[src/rtl/operand_loader.sv]
// Operand entry sequencer for the complex multiplier: four handshake-stepped captures,
// a fixed-latency wait, then latched results shown on the LEDs. Optional macro: LOADER_SYNC_EN.
module operand_loader #(
   parameter int WORD_WIDTH   = 8,
   parameter int MULT_LATENCY = 0
) (
   input  logic                  clk,
   input  logic                  rst,
   input  logic [WORD_WIDTH-1:0] sw_data,
   input  logic                  handshake,
   input  logic [WORD_WIDTH-1:0] re_res,
   input  logic [WORD_WIDTH-1:0] im_res,
   output logic [WORD_WIDTH-1:0] re_a,
   output logic [WORD_WIDTH-1:0] im_a,
   output logic [WORD_WIDTH-1:0] re_q,
   output logic [WORD_WIDTH-1:0] im_q,
   output logic [WORD_WIDTH-1:0] led,
   output logic [2:0]            stage,
   output logic                  res_valid
);

   typedef enum logic [2:0] {
      LOAD_RE_A = 3'd0,
      LOAD_IM_A = 3'd1,
      LOAD_RE_Q = 3'd2,
      LOAD_IM_Q = 3'd3,
      WAIT      = 3'd4,
      SHOW_RE   = 3'd5,
      SHOW_IM   = 3'd6
   } state_t;

   localparam int CNT_W = (MULT_LATENCY < 1) ? 1 : $clog2(MULT_LATENCY + 1);
   localparam logic [CNT_W-1:0] LAT_CNT = CNT_W'(MULT_LATENCY);

   state_t                state_q;
   logic [CNT_W-1:0]      cnt_q;
   logic [WORD_WIDTH-1:0] re_a_q, im_a_q, re_q_q, im_q_q;
   logic [WORD_WIDTH-1:0] re_lat_q, im_lat_q, led_q;
   logic                  hs_prev_q;
   logic                  hs;
   logic                  hs_edge;

`ifdef LOADER_SYNC_EN
   // Reset high so a switch already up at reset release produces no edge.
   logic [1:0] sync_q;
   always_ff @(posedge clk or posedge rst) begin
      if (rst) sync_q <= 2'b11;
      else     sync_q <= {sync_q[0], handshake};
   end
   assign hs = sync_q[1];
`else
   assign hs = handshake;
`endif

   assign hs_edge = hs & ~hs_prev_q;

   always_ff @(posedge clk or posedge rst) begin
      if (rst) begin
         state_q   <= LOAD_RE_A;
         cnt_q     <= '0;
         re_a_q    <= '0;
         im_a_q    <= '0;
         re_q_q    <= '0;
         im_q_q    <= '0;
         re_lat_q  <= '0;
         im_lat_q  <= '0;
         led_q     <= '0;
         hs_prev_q <= 1'b1;
      end else begin
         hs_prev_q <= hs;
         case (state_q)
            LOAD_RE_A: begin
               led_q <= sw_data;
               if (hs_edge) begin
                  re_a_q  <= sw_data;
                  state_q <= LOAD_IM_A;
               end
            end
            LOAD_IM_A: begin
               led_q <= sw_data;
               if (hs_edge) begin
                  im_a_q  <= sw_data;
                  state_q <= LOAD_RE_Q;
               end
            end
            LOAD_RE_Q: begin
               led_q <= sw_data;
               if (hs_edge) begin
                  re_q_q  <= sw_data;
                  state_q <= LOAD_IM_Q;
               end
            end
            LOAD_IM_Q: begin
               led_q <= sw_data;
               if (hs_edge) begin
                  im_q_q  <= sw_data;
                  cnt_q   <= '0;
                  state_q <= WAIT;
               end
            end
            // Edges here are consumed by hs_prev_q and never queued.
            WAIT: begin
               if (cnt_q == LAT_CNT) begin
                  re_lat_q <= re_res;
                  im_lat_q <= im_res;
                  cnt_q    <= '0;
                  state_q  <= SHOW_RE;
               end else begin
                  cnt_q <= cnt_q + 1'b1;
               end
            end
            SHOW_RE: begin
               led_q <= re_lat_q;
               if (hs_edge) state_q <= SHOW_IM;
            end
            SHOW_IM: begin
               led_q <= im_lat_q;
               if (hs_edge) state_q <= LOAD_RE_A;
            end
            default: state_q <= LOAD_RE_A;
         endcase
      end
   end

   always_comb begin
      led = led_q;
      case (state_q)
         LOAD_RE_A, LOAD_IM_A, LOAD_RE_Q, LOAD_IM_Q: led = sw_data;
         SHOW_RE: led = re_lat_q;
         SHOW_IM: led = im_lat_q;
         default: led = led_q;
      endcase
   end

   assign re_a      = re_a_q;
   assign im_a      = im_a_q;
   assign re_q      = re_q_q;
   assign im_q      = im_q_q;
   assign stage     = state_q;
   assign res_valid = (state_q == SHOW_RE) || (state_q == SHOW_IM);

endmodule
[config.mk]
export PLATFORM = sky130hd
export DESIGN_NAME = operand_loader
export DESIGN_NICKNAME = d
export VERILOG_FILES = /design/src/rtl/operand_loader.sv
export SDC_FILE = /design/constraint.sdc
export NUM_CORES = 1
export LEC_CHECK = 0
export CAP_MARGIN = 20
export CORE_MARGIN = 4
export CORE_UTILIZATION = 40
export DETAILED_ROUTE_END_ITERATION = 8
export PLACE_DENSITY = 0.8
export SYNTH_ARGS = -nofsm -noshare
export SYNTH_HDL_FRONTEND = slang
export SYNTH_SLANG_ARGS = --single-unit
[constraint.sdc]
create_clock -name clk -period 1.65 [get_ports clk]
set_input_delay 0.33 -clock clk [delete_from_list [all_inputs] [get_ports clk]]
set_output_delay 0.33 -clock clk [all_outputs]
set_load 0.005 [all_outputs]
==> reports/qor.csv, run 1 <==
metric;value;unit
synth_seq_cells;60;
syn-num-nets;198;
dp.final_hpwl;4.20;mm
p_leak;1.76;nW
netlist.area_leader.share;0.602;
vias;1841;
ir_drop;0.912;mV
syn_area_per_cell;14.3;um2
violations;setup timing;
clockBufferDepth;2;
grt_max_degree;32;
period_needed;1890;ps
synthTopCellsByArea;dfrtp_1, mux2_2, o22ai_1;
finalMaxSlewViolations;0;
ys_types;25;
cts_tree;built;
area_growth;67.0;%
cts_root_buf;clkbuf_8;
yosys-top-cells-count;dfrtp_1, mux2_2, o22ai_1, nand2b_1, a21oi_1;
synthesis.area;2450;um2
critical-path-top-delay-family;flip-flops;
die_h;86.3;um
cts_buffers;9;
worst_pin_slew;322;ps
ant_nets;0;
globalRouteTotalUtil;0.184;
crit_chain;buf_6 > nand2b_4 > o22ai_2 > a21oi_2 > buf_2;
critPathBufInv;2;
antenna_found_initial;0;
rsz0062_at_grt;true;
die_w;86.3;um
clock.fmax;0.530;GHz
p_per_area;1910;nW/um2
post-synth-top-count-cell;dfrtp_1;
worstPathRequired;1320;ps
via_per_inst;5.03;
crit_type;flop to primary output;
crit_slowest_cell;dfrtp_2;
outcome;complete, but fails checks;
cts_hold_buffers;0;
die-area;7450;um2
grt_pass1_wl;10.3;mm
final_area;4100;um2
hp-class;primary input to asynchronous set/reset pin;
port_buffers;70;
setup_viol;17;
maxCapViolCount;0;
first_iter_violations;46;
layout_worst_path_cycle_share;1.14;
ys_warn_count;0;
grt_pass1_vias;2029;
core;5920;um2
fin_nets;313;
dr.pass1.iters;4;
clkSinkCount;60;
critPathMaxFanout;8;
clk_pin_slew;70;ps
avgRoutedWirePerCell;17.3;um
critPathMaxStageDelay;440;ps
antennaDiodeCount;0;
synth-seq-area-share;0.613;
synthCells;171;
synth_edf_count;0;
postLayoutSetupSlackWorst;-236;ps
initial_core_util;0.414;
route.detailed.drc;0;
worst_setup_path_end_kind;primary output;
drive_above_1_share;0.533;
wirelength;6.34;mm
synthArstFlopShare;1.00;
synth_ff_type;dfrtp_1;
num_rows;28;
clk_latency;340;ps
arrival;1560;ps
grt_overflow_total;0;
globalplace.congestion;0.735;
synth_top_cell_by_area;dfrtp_1;
htree_levels;3;
finalHoldViolCount;0;
ios;71;
slew_headroom;0.785;
dpl_cell_area;3470;um2
fin_util;0.692;
fin_skew;11.7;ps
cp-start-kind;flop;
[area by class of cell]
class | count | area [um2]
Fill cell | 428 | 1820
Tap cell | 75 | 93.8
Inverter | 1 | 7.51
Timing Repair Buffer | 114 | 1130
Multi-Input combinational cell | 100 | 1170
Clock buffer | 13 | 149
Sequential cell | 60 | 1500
Clock inverter | 3 | 40.0
[logic make-up (layout without fill, tap and decap cells)]
| group | after synthesis | after routing | synth area share |
|---|---|---|---|
| buf+inv | 11 | 131 | 0.0245 |
| mux | 48 | 48 | 0.220 |
| compound gates | 30 | 30 | 0.0740 |
| flops | 60 | 60 | 0.613 |
| simple gates | 21 | 21 | 0.0617 |
| xor+xnor | 1 | 1 | 0.00663 |
[worst paths after layout]
check / end / slack (ps) / start / cells past startpoint
hold reg to reg: re_a[4]$_DFFE_PP0P_ / 510 / re_a[4]$_DFFE_PP0P_ / 1
hold / removal: im_lat_q[0]$_DFFE_PP0P_ / 300 / rst / 2
setup / recovery: led[2] / -240 / stage[0]$_DFFE_PP0P_ / 5
setup reg to reg: im_a[1]$_DFFE_PP0P_ / -70 / stage[2]$_DFFE_PP0P_ / 6
min in group clk: re_a[4]$_DFFE_PP0P_ / 510 / re_a[4]$_DFFE_PP0P_ / 1
max in group asynchronous: hs_prev_q$_DFF_PP1_ / 870 / rst / 3
[worst register-to-register path, stage by stage, from the launching register on]
cell	delay, ps
dfrtp_1	410
buf_12	140
buf_6	110
nor3b_4	230
and3b_2	260
buf_6	150
mux2_4	300
[stage by stage]
stage | setup TNS [ps] | setup slack (ps) | hold WS [ps] | power (W) | std cells
finish | -2170 | -236 | 304 | 0.00784 | 366
detailed placement | -9430 | -387 | 493 | 0.00556 | 334
floorplan | 0 | 130 | 334 | 0.00383 | 171
global route | -3510 | -325 | 325 | 0.00829 | 366
CTS | -2650 | -257 | 298 | 0.00776 | 366
global placement | -8560 | -382 | 487 | 0.00545 | 334
[power breakdown]
group	leakage [nW]	switching, W	internal, W
Sequential	0.719	0.000441	0.00218
Clock	0.0974	0.000556	0.000736
Combinational	0.945	0.00145	0.00248
[layout by cell type, fill, tap and decap left out, types with 8 or more instances in the layout]
cell,n
mux2_2,40
buf_4,23
a21oi_2,8
clkbuf_8,10
clkdlybuf4s50_1,58
o22ai_2,9
buf_6,14
buf_2,10
mux2_4,8
dfrtp_1,58
[sequential cells by signal (all words and copies together) (netlist names)]
register / count
im_a: 8
stage: 3
re_lat_q: 8
re_q: 8
hs_prev_q: 1
im_q: 8
im_lat_q: 8
re_a: 8
led_q: 8
[repair_timing]
item | CTS | global route
endpoints found under the setup margin | 44 | 60
setup buffers | 17 | 7
gates cloned | 1 | 1
pin swaps | 19 | 13
gates resized for setup | 103 | 17
[per-layer routing]
| metal | GRT usage | wire [um] |
|---|---|---|
| met1 | 0.234 | 2700 |
| met2 | 0.293 | 3160 |
| met3 | 0.0428 | 318 |
| met4 | 0.0963 | 157 |
| met5 | 0 | 0 |
No activity file was read; power rests on OpenSTA's default activity.
==> run 2, diff against run 1 <==
--- a/config.mk
+++ b/config.mk
@@ -6,10 +6,9 @@
 export NUM_CORES = 1
 export LEC_CHECK = 0
 export CAP_MARGIN = 20
-export CORE_MARGIN = 4
-export CORE_UTILIZATION = 40
+export CORE_UTILIZATION = 42
 export DETAILED_ROUTE_END_ITERATION = 8
-export PLACE_DENSITY = 0.8
+export PLACE_DENSITY = 0.83
 export SYNTH_ARGS = -nofsm -noshare
 export SYNTH_HDL_FRONTEND = slang
 export SYNTH_SLANG_ARGS = --single-unit
==> run 2 against run 1 <==
Compared with the run above: the run still ends with setup timing left; sequential power hardly changed; clock skew is 6.8 ps lower; power decreased by 2.0%; routed wire length shrank 5.0%; critical endpoint is now led[1].
==> reports/qor.csv, run 2 (synthesized netlist as in run 1, its figures left out) <==
metric;value;unit;change
worstReg2RegStart;stage[2]$_DFFE_PP0P_;;unchanged
vias;1837;;was 1841
cp-startpoint;stage[1]$_DFFE_PP0P_;;was stage[0]$_DFFE_PP0P_
critPathBufInv;2;;unchanged
setup_viol;49;;was 17
violations;setup timing;;unchanged
globalplace.congestion;0.707;;was 0.735
avgRoutedWirePerCell;16.7;um;was 17.3 um
route.detailed.drc;0;;unchanged
antennaDiodeCount;0;;unchanged
ant_nets;0;;unchanged
dpl_cell_area;3430;um2;was 3470 um2
cts_tree;built;;unchanged
antenna_found_initial;0;;unchanged
p_comb_frac;0.508;;was 0.501
clockBufferDepth;2;;unchanged
worstPathRequired;1320;ps;about the same
finalMaxSlewViolations;0;;unchanged
hold_ws;333;ps;was 304 ps
via_per_inst;5.09;;was 5.03
die-area;6150;um2;was 7450 um2
p_per_area;1890;nW/um2;was 1910 nW/um2
path_depth;5;;unchanged
grt_max_degree;31;;was 32
layout_worst_path_cycle_share;1.15;;was 1.14
port_buffers;70;;unchanged
cp-start-kind;flop;;unchanged
arrival;1580;ps;was 1560 ps
rsz0062_at_grt;true;;unchanged
drive_above_1_share;0.516;;was 0.533
final-seq-area;1510;um2;was 1500 um2
wirelength;6.02;mm;was 6.34 mm
globalRouteTotalUtil;0.200;;was 0.184
outcome;complete, but fails checks;;unchanged
total_power;0.00768;W;was 0.00784 W
cts_root_buf;clkbuf_8;;unchanged
num_rows;27;;was 28
initial_core_util;0.440;;was 0.414
clk_latency;330;ps;was 340 ps
ir_drop;0.996;mV;was 0.912 mV
die_h;78.4;um;was 86.3 um
hp-class;primary input to asynchronous set/reset pin;;unchanged
layout_commonest_cell;clkdlybuf4s50_1;;
critPathMaxStageDelay;460;ps;was 440 ps
endpoint;led[1];;was led[2]
power_frac_seq;0.342;;was 0.334
dr.pass1.iters;4;;unchanged
maxCapViolCount;0;;unchanged
pwr-share-clk;0.150;;was 0.165
r2r_setup_slack;-130;ps;was -70 ps
worst_setup_path_end_kind;primary output;;unchanged
clkSinkCount;60;;unchanged
area_growth;65.7;%;was 67.0%
critical-path-top-delay-family;flip-flops;;unchanged
finalHoldViolCount;0;;unchanged
grt_pass1_vias;1809;;was 2029
p_leak;1.80;nW;was 1.76 nW
first_iter_violations;83;;was 46
clk_pin_slew;60;ps;was 70 ps
grt_pass1_wl;9.06;mm;was 10.3 mm
fill_cells;363;;was 428
ios;71;;unchanged
grt_overflow_total;0;;unchanged
rr_worst_depth;6;;unchanged
p_sw;0.00232;W;was 0.00244 W
die_w;78.4;um;was 86.3 um
final_cell_mix;clkdlybuf4s50_1, dfrtp_1, mux2_2, mux2_4, buf_4;;was dfrtp_1, clkdlybuf4s50_1, mux2_2
crit_type;flop to primary output;;unchanged
crit_chain;nand2b_1 > buf_4 > o22ai_1 > a21oi_2 > buf_2;;was buf_6 > nand2b_4 > o22ai_2 > a21oi_2 > buf_2
cts_hold_buffers;0;;unchanged
r2r_end;im_a[1]$_DFFE_PP0P_;;unchanged
multiInputGateArea;1140;um2;was 1170 um2
crit_slowest_cell;dfrtp_2;;unchanged
final_area;4060;um2;was 4100 um2
internal-power;0.00535;W;was 0.00539 W
fin_nets;312;;was 313
p_sw_frac;0.303;;was 0.312
core;5570;um2;was 5920 um2
postLayoutSetupSlackWorst;-255;ps;was -236 ps
critPathMaxFanout;8;;unchanged
period_needed;1910;ps;was 1890 ps
htree_levels;3;;unchanged
clock.fmax;0.525;GHz;was 0.530 GHz
worst_pin_slew;374;ps;was 322 ps
slew_headroom;0.750;;was 0.785
dp.final_hpwl;3.87;mm;was 4.20 mm
fin_skew;4.94;ps;was 11.7 ps
cts_buffers;9;;unchanged
-- run 2: cell types whose count changed in the layout (fill, tap and decap cells not counted), moves of 2 or more --
| cell | before | now |
|---|---|---|
| mux2_2 | 40 | 24 |
| mux2_4 | 8 | 24 |
| o22ai_1 | 0 | 6 |
| o22ai_4 | 7 | 2 |
| clkdlybuf4s15_1 | 2 | 0 |
| dfrtp_1 | 58 | 56 |
| dfrtp_2 | 1 | 3 |
-- run 2: worst min path at each step --
stage                   startpoint                  end  slack, ps  cells after the start
2_1_floorplan            handshake  hs_prev_q$_DFF_PP1_        330                      0
3_3_place_gp   re_q[3]$_DFFE_PP0P_  re_q[3]$_DFFE_PP0P_        490                      1
3_5_place_dp   im_q[5]$_DFFE_PP0P_  im_q[5]$_DFFE_PP0P_        490                      1
4_1_cts                        rst  im_a[0]$_DFFE_PP0P_        340                      2
5_1_grt                        rst   led_q[5]$_DFF_PP0_        370                      2
6_report                       rst  im_q[1]$_DFFE_PP0P_        330                      2
-- run 2: cell type report --
cell class                 count  area share
sequential                    60       0.371
clock buffer                  13      0.0391
inverter                       1     0.00185
clock inverter                 2     0.00246
timing repair buffer         113       0.283
multi-input combinational    100       0.281
tap                           72      0.0222
-- run 2: repair_timing --
action | CTS | global route
pin swaps | 9 | 6
setup buffers | 6 | 10
gates cloned | 3 | 1
setup endpoints to repair | 20 | 60
resized for setup | 70 | 43
-- run 2: power by group through the flow --
stage | clock network, W | logic, W | registers (W)
2_1_floorplan | 0 | 0.00131 | 0.00252
4_1_cts | 0.00116 | 0.00338 | 0.00259
3_3_place_gp | 0 | 0.00281 | 0.00253
6_report | 0.00115 | 0.00390 | 0.00263
3_5_place_dp | 0 | 0.00289 | 0.00258
5_1_grt | 0.00125 | 0.00416 | 0.00270
-- run 2: metal layers --
layer	track usage	share of wire	up-vias	wire, um
li1	-	-	847	-
met1	0.251	0.44	916	2650
met2	0.326	0.51	64	3050
met3	0.0477	0.039	10	232
met4	0.0944	0.015	0	91
met5	0	0	-	0
-- run 2: stage by stage --
step	utilization	cells	setup TNS (ps)	setup WS [ps]
after CTS	0.683	350	-3590	-203
after global routing	0.729	361	-7450	-307
after detailed placement	0.615	326	-7950	-412
after global placement	0.615	326	-7380	-420
after floorplan	-	171	0	130
final	0.729	361	-4110	-255
